## config.mk

```make
export PLATFORM = sky130hd
export DESIGN_NAME = gr_cordic_pipe_flat
export DESIGN_NICKNAME = d
export VERILOG_FILES = /design/src/rtl/gr_cordic_pipe_pkg.sv /design/src/rtl/gr_cordic_pipe_if.sv /design/src/rtl/gr_cordic_pipe_stage.sv /design/src/rtl/gr_cordic_pipe.sv /design/src/flat_wrapper.sv
export SDC_FILE = /design/constraint.sdc
export NUM_CORES = 1
export LEC_CHECK = 0
export ABC_AREA = 1
export BUFFER_PORTS_ARGS = -buffer_cell sky130_fd_sc_hd__buf_2
export CAP_MARGIN = 5
export CORE_ASPECT_RATIO = 0.9
export CORE_MARGIN = 2
export CORE_UTILIZATION = 45
export CTS_CLUSTER_SIZE = 20
export DETAILED_ROUTE_END_ITERATION = 12
export SETUP_SLACK_MARGIN = 0.5
export SYNTH_ARGS = -nofsm -noshare
export SYNTH_HDL_FRONTEND = slang
export SYNTH_HIERARCHICAL = 1
export SYNTH_SLANG_ARGS = --single-unit
export TNS_END_PERCENT = 50
```

## constraint.sdc

```tcl
create_clock -name clk -period 11 [get_ports clk]
set_input_delay 1.1 -clock clk [delete_from_list [all_inputs] [get_ports clk]]
set_output_delay 1.1 -clock clk [all_outputs]
set_load 0.01 [all_outputs]
```

## src/rtl/gr_cordic_pipe_pkg.sv

```systemverilog
// Shared codes, modes and scale-compensation constants for the Givens-rotation CORDIC pipeline.
// Pure definitions: no logic, no latency, no flow control.
// Imported by the stage and top-level modules.
package gr_pkg;

    typedef logic [1:0] dir_t;

    localparam dir_t DIR_MINUS = 2'd0;
    localparam dir_t DIR_PLUS  = 2'd1;
    localparam dir_t DIR_SKIP  = 2'd2;

    localparam logic MODE_ROT = 1'b0;
    localparam logic MODE_VEC = 1'b1;

    // K ~= 0.6074 as v/2 + v/8 - v/64 - v/512
    localparam int SC_SH0 = 1;
    localparam int SC_SH1 = 3;
    localparam int SC_SH2 = 6;
    localparam int SC_SH3 = 9;

endpackage

```

## src/rtl/gr_cordic_pipe_if.sv

```systemverilog
// Beat interface of the CORDIC pipeline: operands/codes in, results/applied codes out.
// No logic; latency is owned by the engine.
// valid/ready on both sides; the master drives in_* and out_ready.
interface gr_cordic_pipe_if #(
    parameter int R_LEN  = 12,
    parameter int N_ITER = 12
);
    logic                     in_valid;
    logic                     in_ready;
    logic                     in_mode;
    logic                     in_nop;
    logic                     in_neg;
    logic signed [R_LEN-1:0]  in_x;
    logic signed [R_LEN-1:0]  in_y;
    logic [2*N_ITER-1:0]      in_dir;
    logic                     out_valid;
    logic                     out_ready;
    logic                     out_neg;
    logic signed [R_LEN-1:0]  out_x;
    logic signed [R_LEN-1:0]  out_y;
    logic [2*N_ITER-1:0]      out_dir;

    modport master (
        output in_valid, in_mode, in_nop, in_neg, in_x, in_y, in_dir, out_ready,
        input  in_ready, out_valid, out_neg, out_x, out_y, out_dir
    );

    modport slave (
        input  in_valid, in_mode, in_nop, in_neg, in_x, in_y, in_dir, out_ready,
        output in_ready, out_valid, out_neg, out_x, out_y, out_dir
    );
endinterface

```

## src/rtl/gr_cordic_pipe_stage.sv

```systemverilog
// Combinational chain of MR_PER_STG micro-rotations with shifts BASE..BASE+MR_PER_STG-1.
// Latency: zero (purely combinational).
// No flow control; the enclosing pipeline registers hold it under stall.
module gr_stage
    import gr_pkg::*;
#(
    parameter int R_LEN      = 12,
    parameter int MR_PER_STG = 4,
    parameter int BASE       = 0
) (
    input  logic                      i_mode,
    input  logic                      i_nop,
    input  logic signed [R_LEN-1:0]   i_x,
    input  logic signed [R_LEN-1:0]   i_y,
    input  logic [2*MR_PER_STG-1:0]   i_dir,
    output logic signed [R_LEN-1:0]   o_x,
    output logic signed [R_LEN-1:0]   o_y,
    output logic [2*MR_PER_STG-1:0]   o_dir
);

    logic signed [R_LEN-1:0] xc, yc, xn, yn;
    dir_t                    d;

    always_comb begin
        xc    = i_x;
        yc    = i_y;
        xn    = i_x;
        yn    = i_y;
        d     = DIR_SKIP;
        o_dir = '0;
        for (int k = 0; k < MR_PER_STG; k++) begin
            // Vectoring drives y toward zero using the sign of y entering this micro-rotation
            if (i_nop)
                d = DIR_SKIP;
            else if (i_mode == MODE_VEC)
                d = yc[R_LEN-1] ? DIR_PLUS : DIR_MINUS;
            else
                d = i_dir[2*k +: 2];
            xn = xc;
            yn = yc;
            case (d)
                DIR_MINUS: begin
                    xn = xc + (yc >>> (BASE + k));
                    yn = yc - (xc >>> (BASE + k));
                end
                DIR_PLUS: begin
                    xn = xc - (yc >>> (BASE + k));
                    yn = yc + (xc >>> (BASE + k));
                end
                default: ;
            endcase
            o_dir[2*k +: 2] = d;
            xc = xn;
            yc = yn;
        end
        o_x = xc;
        o_y = yc;
    end

endmodule

```

## src/rtl/gr_cordic_pipe.sv

```systemverilog
// Pipelined Givens-rotation CORDIC (rotation/vectoring); GR_SCALE_COMP_EN adds a gain-compensation stage.
// Latency N_ITER/MR_PER_STG cycles, one more with GR_SCALE_COMP_EN.
// Global stall: every register holds while out_valid && !out_ready; in_ready mirrors the advance.
module gr_cordic_pipe
    import gr_pkg::*;
#(
    parameter int R_LEN      = 12,
    parameter int R_FRAC     = 2,
    parameter int N_ITER     = 12,
    parameter int MR_PER_STG = 4
) (
    input  logic            clk,
    input  logic            rst,
    gr_cordic_pipe_if.slave io
);

    localparam int STAGES = N_ITER / MR_PER_STG;
    localparam int DW     = 2 * N_ITER;
    localparam int SW     = 2 * MR_PER_STG;

    if ((N_ITER % MR_PER_STG) != 0) begin : g_cfg_iter
        $error("gr_cordic_pipe: N_ITER must be a multiple of MR_PER_STG");
    end
    if ((R_FRAC < 0) || (R_FRAC >= R_LEN)) begin : g_cfg_frac
        $error("gr_cordic_pipe: R_FRAC must lie within the datapath width");
    end

    logic                    adv;
    logic                    out_vld;
    logic                    ent_neg;
    logic signed [R_LEN-1:0] ent_x, ent_y;

    logic [STAGES-1:0]       vld_q, vld_d;
    logic                    mode_q [STAGES];
    logic                    mode_d [STAGES];
    logic                    nop_q  [STAGES];
    logic                    nop_d  [STAGES];
    logic                    neg_q  [STAGES];
    logic                    neg_d  [STAGES];
    logic signed [R_LEN-1:0] x_q    [STAGES];
    logic signed [R_LEN-1:0] x_d    [STAGES];
    logic signed [R_LEN-1:0] y_q    [STAGES];
    logic signed [R_LEN-1:0] y_d    [STAGES];
    logic [DW-1:0]           dir_q  [STAGES];
    logic [DW-1:0]           dir_d  [STAGES];

    logic signed [R_LEN-1:0] src_x   [STAGES];
    logic signed [R_LEN-1:0] src_y   [STAGES];
    logic [DW-1:0]           src_dir [STAGES];
    logic signed [R_LEN-1:0] stg_x   [STAGES];
    logic signed [R_LEN-1:0] stg_y   [STAGES];
    logic [SW-1:0]           stg_dir [STAGES];

    // Pre-negation; a nop beat never negates so it passes through untouched
    always_comb begin
        ent_neg = 1'b0;
        if (!io.in_nop)
            ent_neg = (io.in_mode == MODE_VEC) ? io.in_x[R_LEN-1] : io.in_neg;
        ent_x = ent_neg ? -io.in_x : io.in_x;
        ent_y = ent_neg ? -io.in_y : io.in_y;
    end

    always_comb begin
        vld_d[0]   = io.in_valid;
        mode_d[0]  = io.in_mode;
        nop_d[0]   = io.in_nop;
        neg_d[0]   = ent_neg;
        src_x[0]   = ent_x;
        src_y[0]   = ent_y;
        src_dir[0] = io.in_dir;
        for (int s = 1; s < STAGES; s++) begin
            vld_d[s]   = vld_q[s-1];
            mode_d[s]  = mode_q[s-1];
            nop_d[s]   = nop_q[s-1];
            neg_d[s]   = neg_q[s-1];
            src_x[s]   = x_q[s-1];
            src_y[s]   = y_q[s-1];
            src_dir[s] = dir_q[s-1];
        end
    end

    for (genvar s = 0; s < STAGES; s++) begin : g_stg
        gr_stage #(
            .R_LEN      (R_LEN),
            .MR_PER_STG (MR_PER_STG),
            .BASE       (s * MR_PER_STG)
        ) u_stage (
            .i_mode (mode_d[s]),
            .i_nop  (nop_d[s]),
            .i_x    (src_x[s]),
            .i_y    (src_y[s]),
            .i_dir  (src_dir[s][SW*s +: SW]),
            .o_x    (stg_x[s]),
            .o_y    (stg_y[s]),
            .o_dir  (stg_dir[s])
        );
    end

    // Each stage replaces its own slice of the code vector with the codes it applied
    always_comb begin
        for (int s = 0; s < STAGES; s++) begin
            x_d[s]                = stg_x[s];
            y_d[s]                = stg_y[s];
            dir_d[s]              = src_dir[s];
            dir_d[s][SW*s +: SW]  = stg_dir[s];
        end
    end

    always_ff @(posedge clk or posedge rst) begin
        if (rst) begin
            vld_q <= '0;
            for (int s = 0; s < STAGES; s++) begin
                mode_q[s] <= 1'b0;
                nop_q[s]  <= 1'b0;
                neg_q[s]  <= 1'b0;
                x_q[s]    <= '0;
                y_q[s]    <= '0;
                dir_q[s]  <= '0;
            end
        end else if (adv) begin
            vld_q <= vld_d;
            for (int s = 0; s < STAGES; s++) begin
                mode_q[s] <= mode_d[s];
                nop_q[s]  <= nop_d[s];
                neg_q[s]  <= neg_d[s];
                x_q[s]    <= x_d[s];
                y_q[s]    <= y_d[s];
                dir_q[s]  <= dir_d[s];
            end
        end
    end

`ifdef GR_SCALE_COMP_EN
    logic                    sc_vld_q, sc_vld_d;
    logic                    sc_neg_q, sc_neg_d;
    logic signed [R_LEN-1:0] sc_x_q, sc_x_d;
    logic signed [R_LEN-1:0] sc_y_q, sc_y_d;
    logic [DW-1:0]           sc_dir_q, sc_dir_d;

    function automatic logic signed [R_LEN-1:0] k_scale(input logic signed [R_LEN-1:0] v);
        return (v >>> SC_SH0) + (v >>> SC_SH1) - (v >>> SC_SH2) - (v >>> SC_SH3);
    endfunction

    always_comb begin
        sc_vld_d = vld_q[STAGES-1];
        sc_neg_d = neg_q[STAGES-1];
        sc_dir_d = dir_q[STAGES-1];
        sc_x_d   = x_q[STAGES-1];
        sc_y_d   = y_q[STAGES-1];
        if (!nop_q[STAGES-1]) begin
            sc_x_d = k_scale(x_q[STAGES-1]);
            sc_y_d = k_scale(y_q[STAGES-1]);
        end
    end

    always_ff @(posedge clk or posedge rst) begin
        if (rst) begin
            sc_vld_q <= 1'b0;
            sc_neg_q <= 1'b0;
            sc_dir_q <= '0;
            sc_x_q   <= '0;
            sc_y_q   <= '0;
        end else if (adv) begin
            sc_vld_q <= sc_vld_d;
            sc_neg_q <= sc_neg_d;
            sc_dir_q <= sc_dir_d;
            sc_x_q   <= sc_x_d;
            sc_y_q   <= sc_y_d;
        end
    end

    assign out_vld    = sc_vld_q;
    assign io.out_neg = sc_neg_q;
    assign io.out_dir = sc_dir_q;
    assign io.out_x   = sc_x_q;
    assign io.out_y   = sc_y_q;
`else
    assign out_vld    = vld_q[STAGES-1];
    assign io.out_neg = neg_q[STAGES-1];
    assign io.out_dir = dir_q[STAGES-1];
    assign io.out_x   = x_q[STAGES-1];
    assign io.out_y   = y_q[STAGES-1];
`endif

    assign adv          = !out_vld || io.out_ready;
    assign io.in_ready  = adv;
    assign io.out_valid = out_vld;

endmodule
```

## src/flat_wrapper.sv

```systemverilog
// flat-port wrapper written by rule: the top's interface ports become plain ports
module gr_cordic_pipe_flat import gr_pkg::*;
#(
    parameter int R_LEN      = 12,
    parameter int R_FRAC     = 2,
    parameter int N_ITER     = 12,
    parameter int MR_PER_STG = 4
)
  (clk, rst, io_in_valid, io_in_mode, io_in_nop, io_in_neg, io_in_x, io_in_y, io_in_dir, io_out_ready, io_in_ready, io_out_valid, io_out_neg, io_out_x, io_out_y, io_out_dir);
  gr_cordic_pipe_if #(.R_LEN(R_LEN), .N_ITER(N_ITER)) io_i ();
  input  logic clk;
  input  logic rst;
  input wire logic [$bits(io_i.in_valid)-1:0] io_in_valid;
  input wire logic [$bits(io_i.in_mode)-1:0] io_in_mode;
  input wire logic [$bits(io_i.in_nop)-1:0] io_in_nop;
  input wire logic [$bits(io_i.in_neg)-1:0] io_in_neg;
  input wire logic [$bits(io_i.in_x)-1:0] io_in_x;
  input wire logic [$bits(io_i.in_y)-1:0] io_in_y;
  input wire logic [$bits(io_i.in_dir)-1:0] io_in_dir;
  input wire logic [$bits(io_i.out_ready)-1:0] io_out_ready;
  output wire logic [$bits(io_i.in_ready)-1:0] io_in_ready;
  output wire logic [$bits(io_i.out_valid)-1:0] io_out_valid;
  output wire logic [$bits(io_i.out_neg)-1:0] io_out_neg;
  output wire logic [$bits(io_i.out_x)-1:0] io_out_x;
  output wire logic [$bits(io_i.out_y)-1:0] io_out_y;
  output wire logic [$bits(io_i.out_dir)-1:0] io_out_dir;
  assign io_i.in_valid = io_in_valid;
  assign io_i.in_mode = io_in_mode;
  assign io_i.in_nop = io_in_nop;
  assign io_i.in_neg = io_in_neg;
  assign io_i.in_x = io_in_x;
  assign io_i.in_y = io_in_y;
  assign io_i.in_dir = io_in_dir;
  assign io_i.out_ready = io_out_ready;
  assign io_in_ready = io_i.in_ready;
  assign io_out_valid = io_i.out_valid;
  assign io_out_neg = io_i.out_neg;
  assign io_out_x = io_i.out_x;
  assign io_out_y = io_i.out_y;
  assign io_out_dir = io_i.out_dir;
  gr_cordic_pipe #(.R_LEN(R_LEN), .R_FRAC(R_FRAC), .N_ITER(N_ITER), .MR_PER_STG(MR_PER_STG)) u_core (.clk(clk), .rst(rst), .io(io_i));
endmodule
```

==> impl_summary.md, run 1 <==
STA
The smallest clock period supported by the final layout is computed as 10,390 ps. The final-report max-slew violation count is 0. Setup repair after global routing could not meet its margin everywhere.

Headroom to the max-slew limit came out at 19.89%. At the pin with the least slew margin, the transition time is 1202 ps. Between clock sinks in the finished design, the worst skew comes to 10.17 ps. The final number of hold-violating endpoints is 0. Based on the critical path, the design can be clocked at up to 0.09622 GHz. Setup violations remaining at the end of the flow were counted as 0. The final period utilization is 94.48%.

Die
The initialized floorplan defines 85 standard-cell rows. The height of the die is 238.4 µm. From left edge to right edge, the die measures 264.5 µm. The effective utilization at floorplan is 45.72%. The area of the core region is 60,090 µm². The number of I/O pins is 106.

The floorplan step defined a die boundary enclosing 63,050 µm².

Placement
The routability-driven placement congestion ratio is 0.9339. The final HPWL from detailed placement is 65,600 µm. The port buffer count is about 110.

In this run, placement finished with an instance count of 5,554.

Cells and area
In the final layout, the share of cells above drive strength 1 is 24.84%. In the final design database the tool counted 5,301 nets. The number of antenna diodes in the final layout is 0. The layout overhead on the synthesized area is 25.04%. Excluding fillers, the count of instances in the completed layout stands at between 5,000 and 6,000. The end-of-flow core utilization is 57.17%.

Job
The number of max-capacitance violations reported is 0.

Setup path
The number of buffers and inverters on the critical path is 14. STA classifies the critical path startpoint as a flip-flop. The cell that appears most often on the critical path is sky130_fd_sc_hd__nand2_2. For the worst setup path, the data required time is 11,390 ps. Along the worst path, the maximum fanout reaches 5.

The setup path with the least slack is of type reg -> reg. The endpoint type of the worst setup path is a flip-flop. The slowest stage of the critical path is the sky130_fd_sc_hd__dfrtp_2 cell. On the critical path the largest part of the delay comes from simple AND/OR/NAND/NOR gates. On the worst path, the slowest cell contributes a delay of roughly 480 ps.

The arrival time reported for the critical path endpoint is 10,780 ps.

CTS
The maximum root-to-sink buffer count is 2. After clock tree synthesis, the clock-pin slew on the worst setup and hold paths is 80 ps. CTS built an H-tree with a depth of 4. At the later pin of the worst-skew pair, clock insertion delay measures around 500 ps. Counting every sink on the clock net gives 154. In this run, CTS created clock tree buffers numbering 17.

The root buffer cell chosen for the clock tree is sky130_fd_sc_hd__clkbuf_16. TritonCTS built the clock tree.

Logic synthesis
Counting flops with an async set or reset pin after synthesis yields a share of between 90% and 100%. The netlist uses 77 different library cells. The count of flip-flops with a built-in enable after synthesis is 0.

In the synthesized netlist, the number of instances is 4,520. Sequential elements use between 10% and 20% of the synthesized area. The register bit count reported by yosys is 154.

In the synthesized netlist the dominant register cell turns out to be sky130_fd_sc_hd__dfrtp_1. The count of warnings emitted by yosys is 6. The mean instance size in the synthesized netlist is 6.079 µm². In this run the cell area of the synthesized design comes to 27,480 µm². The synthesized net count is 4,910.

Route
In the final routed layout, each cell accounts on average for 15.01 µm. The routed layout has 29,267 vias. Once detail routing completed, the nets flagged for antenna violations numbered 0. In the routed design, unresolved DRC markers number 0. The detailed router finished its first iteration with 1,854 violations.

The routed design has 85,650 µm of wire. The pre-antenna-repair detailed-routing pass consisted of 5 iterations. The via-per-instance ratio is 5.128.

Global route
The first-pass GRT wire length is approximately 130,000 µm. The initial antenna violation count is 1. Global routing used between 20% and 30% of the available tracks. The pin count of the biggest net entering global routing is 108. The number of global-route vias before repair is around 26,000. The total grt overflow is 0.

Min path
The worst min-delay path class is reg -> reg.

Status
The flow ran to the end, and the final reports show no timing, DRC or antenna violations.
## worst min-delay path: cells and delay by family (launching register included)
kind / cells / cell delay, ps
AND/OR/NAND/NOR: 1 / 60
buffers and inverters: 1 / 40
flip-flops: 1 / 320
## routing by layer
| metal | part of all wire (%) | vias up | GRT usage, % |
|---|---|---|---|
| met5 | 0 | - | 0 |
| met4 | 1.5 | 0 | 5.355 |
| met3 | 4.5 | 77 | 2.549 |
| met2 | 44 | 622 | 40.33 |
| met1 | 50 | 13411 | 38.30 |
| li1 | - | 15157 | - |
## timing repair
item | in CTS | in global routing
gates resized for setup | 33 | 574
endpoints found under the hold margin | 0 | 0
pin swaps | 11 | 261
cloned | 0 | 2
hold buffers | 0 | 0
setup endpoints to repair | 25 | 55
setup buffers | 17 | 102
## flip-flops by register name, summed over array words and instances (netlist names), 2 cells and up
register and count:
u_core/dir_d 32, u_core/dir_q 16, u_core/io.out_dir 24, u_core/io.out_x 12, u_core/io.out_y 12, u_core/mode_d 2, u_core/neg_d 2, u_core/nop_d 2
u_core/src_x 24, u_core/src_y 24, u_core/vld_q 3
## cell type report
type / count / area [µm²]
Multi-Input combinational cell: 3536 / 22490
Clock inverter: 15 / 195.2
Inverter: 692 / 2654
Clock buffer: 17 / 425.4
Fill cell: 6037 / 25730
Tap cell: 783 / 979.7
Timing Repair Buffer: 510 / 3754
Sequential cell: 154 / 3860
## synthesized netlist by cell type (7+ instances only)
cell type                     n  share of area (%)
sky130_fd_sc_hd__nand2_2     50                1.1
sky130_fd_sc_hd__nor2_2      14               0.32
sky130_fd_sc_hd__and2_1      11               0.25
sky130_fd_sc_hd__nor3_1      28               0.51
sky130_fd_sc_hd__a21o_1      13               0.36
sky130_fd_sc_hd__nor2_4       7               0.29
sky130_fd_sc_hd__nand2_1   1484                 20
sky130_fd_sc_hd__a21oi_2      8               0.26
sky130_fd_sc_hd__xnor2_1     44                1.4
sky130_fd_sc_hd__nand4_2     11               0.50
sky130_fd_sc_hd__nand3_2     29                1.1
sky130_fd_sc_hd__inv_2       41               0.56
sky130_fd_sc_hd__buf_2       30               0.55
sky130_fd_sc_hd__ha_1       312                 14
sky130_fd_sc_hd__o21bai_1    21               0.57
sky130_fd_sc_hd__nand3_1    283                5.2
sky130_fd_sc_hd__clkbuf_1    47               0.64
sky130_fd_sc_hd__o31ai_1     21               0.57
sky130_fd_sc_hd__o22ai_1      8               0.18
sky130_fd_sc_hd__dfrtp_1    154                 14
sky130_fd_sc_hd__a21oi_1    193                3.5
sky130_fd_sc_hd__buf_4       44                1.2
sky130_fd_sc_hd__buf_6       11               0.45
sky130_fd_sc_hd__o21a_1      10               0.27
sky130_fd_sc_hd__nand2_4     17               0.70
sky130_fd_sc_hd__nand3b_1    15               0.41
sky130_fd_sc_hd__xor2_1     157                5.0
sky130_fd_sc_hd__nor2_1     279                3.8
sky130_fd_sc_hd__nand4_1     52                1.2
sky130_fd_sc_hd__a31oi_1     21               0.48
sky130_fd_sc_hd__inv_1      642                8.8
sky130_fd_sc_hd__o21ai_1     22               0.40
sky130_fd_sc_hd__or2_2       35               0.80
sky130_fd_sc_hd__o21ai_0    293                5.3
sky130_fd_sc_hd__fa_1        23                1.7
## logic make-up (layout without fill, tap and decap cells)
group	Yosys count	after routing	synth area share [%]
AOI/OAI and AO/OA	644	644	13.06
xor gates and xnor gates	203	203	6.567
adders and majority gates	335	335	15.88
buffers and inverters	832	1234	12.55
DFF	154	154	14.03
muxes	3	3	0.1093
and+or+nand+nor	2349	2351	37.81
## final timing paths
kind	endpoint	slack, ps	start	cells after the start
worst max-delay path	u_core/src_x[11]	610	u_core/mode_d[1]	88
worst min-delay path	u_core/vld_q[2]	460	u_core/vld_q[1]	2
worst max register to register	u_core/src_x[11]	610	u_core/mode_d[1]	88
worst min register to register	u_core/vld_q[2]	460	u_core/vld_q[1]	2
max in group asynchronous	u_core/io.out_y[7]	9050	rst	3
min in group asynchronous	u_core/io.out_dir[12]	680	rst	2
## placed cells by master, fill, tap and decap left out, types with 51 or more instances in the layout
cell / count
sky130_fd_sc_hd__a21oi_1: 149
sky130_fd_sc_hd__nand2_2: 144
sky130_fd_sc_hd__buf_4: 381
sky130_fd_sc_hd__ha_1: 255
sky130_fd_sc_hd__o21ai_0: 249
sky130_fd_sc_hd__nand3_2: 51
sky130_fd_sc_hd__inv_2: 83
sky130_fd_sc_hd__nand3_1: 255
sky130_fd_sc_hd__buf_2: 100
sky130_fd_sc_hd__nand2_1: 1369
sky130_fd_sc_hd__nand4_1: 52
sky130_fd_sc_hd__dfrtp_1: 149
sky130_fd_sc_hd__xor2_1: 130
sky130_fd_sc_hd__nor2_1: 239
sky130_fd_sc_hd__inv_1: 591
## stage by stage
stage / cell area, µm² / hold slack [ps] / setup slack (ps) / setup TNS (ps)
final: 34360 / 457.0 / 606.7 / 0
after global routing: 34360 / 498.7 / -158.7 / -209.0
after CTS: 31250 / 461.1 / 446.3 / 0
after detailed placement: 30360 / 436.4 / -222.1 / -969.7
after global placement: 30360 / 439.8 / -88.57 / -149.8
after floorplan: 27500 / 419.8 / 514.1 / 0
Power of run 1 is left out: the tool's default activity adds up to more than one toggle a clock period on the data nets, which glitch-free logic cannot reach.
==> run 2: changes to the inputs <==
ABC_AREA = unset   (was 1)
==> run 2 against run 1 <==
The run now ends with negative setup slack left. Worst hold slack improved by 10 ps. Synthesized cell count shrank 25%. Worst setup slack got worse by 1300 ps. Critical path type is now in -> reg. Fmax decreased by 11%. Sequential cell count did not move. Count of clock-buffer cells in the layout rose by 1. Via count is 0.65% lower. Highest routed layer unchanged. Critical path depth down 24. Non-clock buffer count grew 606. Clock skew up 8.5 ps. Utilization is 8.4 points higher. Global-route usage grew 4.4 points.
==> impl_summary.md, run 2 <==
Status
The flow ran to the end, but the final reports show violations. The final reports fail on negative setup slack.

Logic synthesis
The number of distinct library cell variants in the gate-level netlist after synthesis is approximately 140. Ranked by instance count, the synthesized netlist is headed by 312 x sky130_fd_sc_hd__ha_1, 308 x sky130_fd_sc_hd__nand2_1, 289 x sky130_fd_sc_hd__nor2_1, 274 x sky130_fd_sc_hd__a21oi_1, 233 x sky130_fd_sc_hd__inv_1. The count of warnings emitted by yosys is 6. When the netlist entered floorplanning its net count stood at about 3,800. The share of the Yosys chip area taken by registers is 14.34%. The count of flip-flops with a built-in enable after synthesis is 0. After synthesis, the cell types taking the most area are sky130_fd_sc_hd__ha_1 15%, sky130_fd_sc_hd__dfrtp_1 14%, sky130_fd_sc_hd__mux2_2 7.3%, sky130_fd_sc_hd__xnor2_1 6.2%, sky130_fd_sc_hd__a21oi_1 5.1%.

The mean instance size in the synthesized netlist is 7.920 µm². The multiplexer share of the synthesized area is 9.905%. Summing the areas of all compound-gate instances in the mapped netlist gives 24.85% of the synthesized area. The main flop type after synthesis is sky130_fd_sc_hd__dfrtp_1.

The number of standard cells after synthesis is 3,394. sky130_fd_sc_hd__ha_1 is the most common cell in the netlist. The area share of fa/ha/maj cells after synthesis is 16.27%. The dominant combinational cell family by area after synthesis is compound AO/OA/AOI/OAI gates. The fraction of post-synthesis cell area in the top cell type by area is 14.52%. The cell area after synthesis is between 20,000 and 30,000 µm².

The register bit count reported by yosys is around 150. Summing the areas of all and, or, nand and nor instances in the mapped netlist gives a little under a fifth of the synthesized area. The xor/xnor share of the synthesized area is 9.970%.

The share of flip-flops with an asynchronous set or reset after synthesis is 100.0%. The cell taking the most area after synthesis is sky130_fd_sc_hd__ha_1.

Placement
The wire-length estimate of the detail-placed layout is 74,060 µm. The routability-driven placement congestion ratio is 0.9448. The port buffer count is 105.

Route
The final route contains ~29,000 vias. The average routed wire per standard cell is 18.66 µm. The via-per-instance ratio is 5.628.

The detail route stage leaves a number of antenna-violating nets equal to 0. The total detailed-routing wirelength is 96,400 µm. After the first detailed-routing iteration, the DRC count stood at 1,802. The post-route DRC violation count is 0.

For this run, the detailed router's first-pass iteration total came to 6.

Setup path
The maximum single-stage delay on the critical path is 440 ps. The critical path required time is 11,390 ps. The largest fanout on the critical path is 6. The worst register-to-register path has a depth of 61.

The critical path is of the in -> reg type. The endpoint type of the worst setup path is a flip-flop. The arrival time reported for the critical path endpoint is 12,040 ps. STA classifies the critical path startpoint as a primary input. The master of the slowest instance on the critical path is sky130_fd_sc_hd__or3_4. The most frequent cell on the critical path is sky130_fd_sc_hd__a21o_1.

Die
The height of the die is 235.9 µm. For this design the top-level I/O count stands at 106. The core region is 58,750 µm².

Measured along the x axis, the die boundary spans 261.6 µm. The die covers 61,710 µm². In this run the core area contains 84 standard-cell rows. The effective utilization at floorplan is 45.75%.

CTS
The clock net sink count is 154. In this run the number of H-tree levels came out at 4. Counting the buffers created by CTS gives 17. For the worst-skew pair, the clock arrives at the later sink with an insertion delay of 520 ps.

CTS placed an instance of sky130_fd_sc_hd__clkbuf_16 at the clock tree root. No sink is reached through more buffers than the 2 on the longest clock path. The clock transition time at the flip-flop clock pins of the worst setup and hold paths is 70 ps.

TritonCTS built the clock tree.

Min path
The worst hold path belongs to the class reg -> reg. The cell depth of the worst hold path is 1.

Cells and area
The filler cells instantiated in the layout total 4,986. Measured on the finished design, the core utilization comes to 65.54%. The multi-input logic area is 23,800 µm². From synthesis to final layout, the design area changed by 43.25%. Leaving out fill and tap cells, the most frequent cell in the layout is sky130_fd_sc_hd__buf_4. The number of nets at the end of the flow is between 4,000 and 5,000. The sequential cells in the finished layout cover a total of 3859 µm². The fraction of layout instances using a drive strength above 1 is 42.32%.

The repair_antennas step left the layout with diodes totalling 0. The top cell types in the final layout, fill and taps aside, are 960 x sky130_fd_sc_hd__buf_4, 291 x sky130_fd_sc_hd__nand2_1, 269 x sky130_fd_sc_hd__ha_1, 260 x sky130_fd_sc_hd__nor2_1, 221 x sky130_fd_sc_hd__inv_1. The register with the most flip-flops in the layout has 32 of them.

STA
Setup repair after global routing could not meet its margin everywhere. For the final database, setup skew stands at 18.70 ps. The final number of hold-violating endpoints was 0. Setup violations remaining at the end of the flow were counted as 11. The routed design could run at a clock period as short as 11,650 ps. At the pin with the least slew margin, the transition time is 1109 ps. The worst max-slew margin expressed relative to the limit is 26.05%. The final-report max-slew violation count came to 0. Across all setup checks in the final design, the least slack found is -654.5 ps. The upper clock frequency limit is 0.08580 GHz. The final critical path takes up 105.9% of the cycle.

Global route
The number of global-route vias before repair is 29,033. The first-pass GRT wire length is 150,500 µm. Global routing finished with a remaining overflow of 0. The overall global routing resource usage is 30.17%. The initial antenna violation count is 1. Entering global routing, the biggest net connects 89 pins.

Job
The number of max-capacitance violations reported is 0.
==> run 2: changes by cell type after synthesis, moves of 43 or more <==
cell / delta
sky130_fd_sc_hd__xnor2_1: +146
sky130_fd_sc_hd__nand2_2: -49
sky130_fd_sc_hd__inv_1: -409
sky130_fd_sc_hd__nand3_1: -240
sky130_fd_sc_hd__mux2_2: +175
sky130_fd_sc_hd__a21o_1: +76
sky130_fd_sc_hd__nor3_1: +43
sky130_fd_sc_hd__a21oi_1: +81
sky130_fd_sc_hd__xor2_1: -63
sky130_fd_sc_hd__o21ai_0: -95
sky130_fd_sc_hd__mux2i_1: +54
sky130_fd_sc_hd__nand2_1: -1176
==> run 2: path summary, 6_finish.rpt <==
| path | from | to | slack [ps] |
|---|---|---|---|
| min in group asynchronous | rst | u_core/vld_q[1] | 780 |
| min | u_core/vld_q[1] | u_core/vld_q[2] | 470 |
| max in group asynchronous | rst | u_core/src_x[8] | 8710 |
| max reg2reg | u_core/nop_d[1] | u_core/src_y[11] | -60 |
| max | io_in_mode | u_core/src_y[22] | -650 |
| min reg2reg | u_core/vld_q[1] | u_core/vld_q[2] | 470 |
==> run 2: layout make-up <==
class / count / area share [%]
flip-flops and latches: 154 / 10.02
multi-input cells: 2850 / 61.80
clock inverters: 12 / 0.3444
clock buffers: 18 / 1.141
repair buffers: 1116 / 21.77
well taps: 774 / 2.515
inverters: 243 / 2.408
==> run 2: cells by family after synthesis <==
| kind of cell | Yosys count |
|---|---|
| compound gates | 975 |
| xor+xnor | 294 |
| fa+ha+maj | 336 |
| buf+inv | 390 |
| flops | 154 |
| mux | 240 |
| simple gates | 1005 |
==> run 2: what timing repair did <==
item,in CTS,in global routing
endpoints found under the setup margin,53,52
endpoints found under the hold margin,0,0
resized for setup,305,246
hold buffers,0,0
pin swaps,168,169
gates cloned,2,1
setup buffers,133,87
==> run 2: critical path, delay by kind of cell <==
family | cells | cell delay [ps]
mux | 2 | 520
compound gates | 25 | 4100
buf+inv | 8 | 990
simple gates | 22 | 3600
xor+xnor | 3 | 480
fa+ha+maj | 4 | 1190
==> run 2: routing by layer <==
metal  part of all wire (%)  global-route usage (%)  up-vias
met2                     48                   51.56      711
met5                      0                       0        -
met3                    3.9                   3.299      149
li1                       -                       -    14142
met4                    2.5                   9.435        0
met1                     45                   39.52    14076
==> run 2: metrics by stage <==
step | instance area, µm² | setup TNS (ps) | hold WS, ps | worst slack [ps] | instances
floorplan | 27240 | -4883 | 430.5 | -779.4 | 3394
finish | 38510 | -3009 | 467.3 | -654.5 | 5167
detailed placement | 33860 | -20470 | 460.5 | -1627 | 4914
CTS | 36720 | -1689 | 469.8 | -454.2 | 5079
global placement | 33860 | -15730 | 453.5 | -1405 | 4914
global route | 38510 | -9602 | 521.2 | -1109 | 5167
Power of run 2 is left out for the same reason.
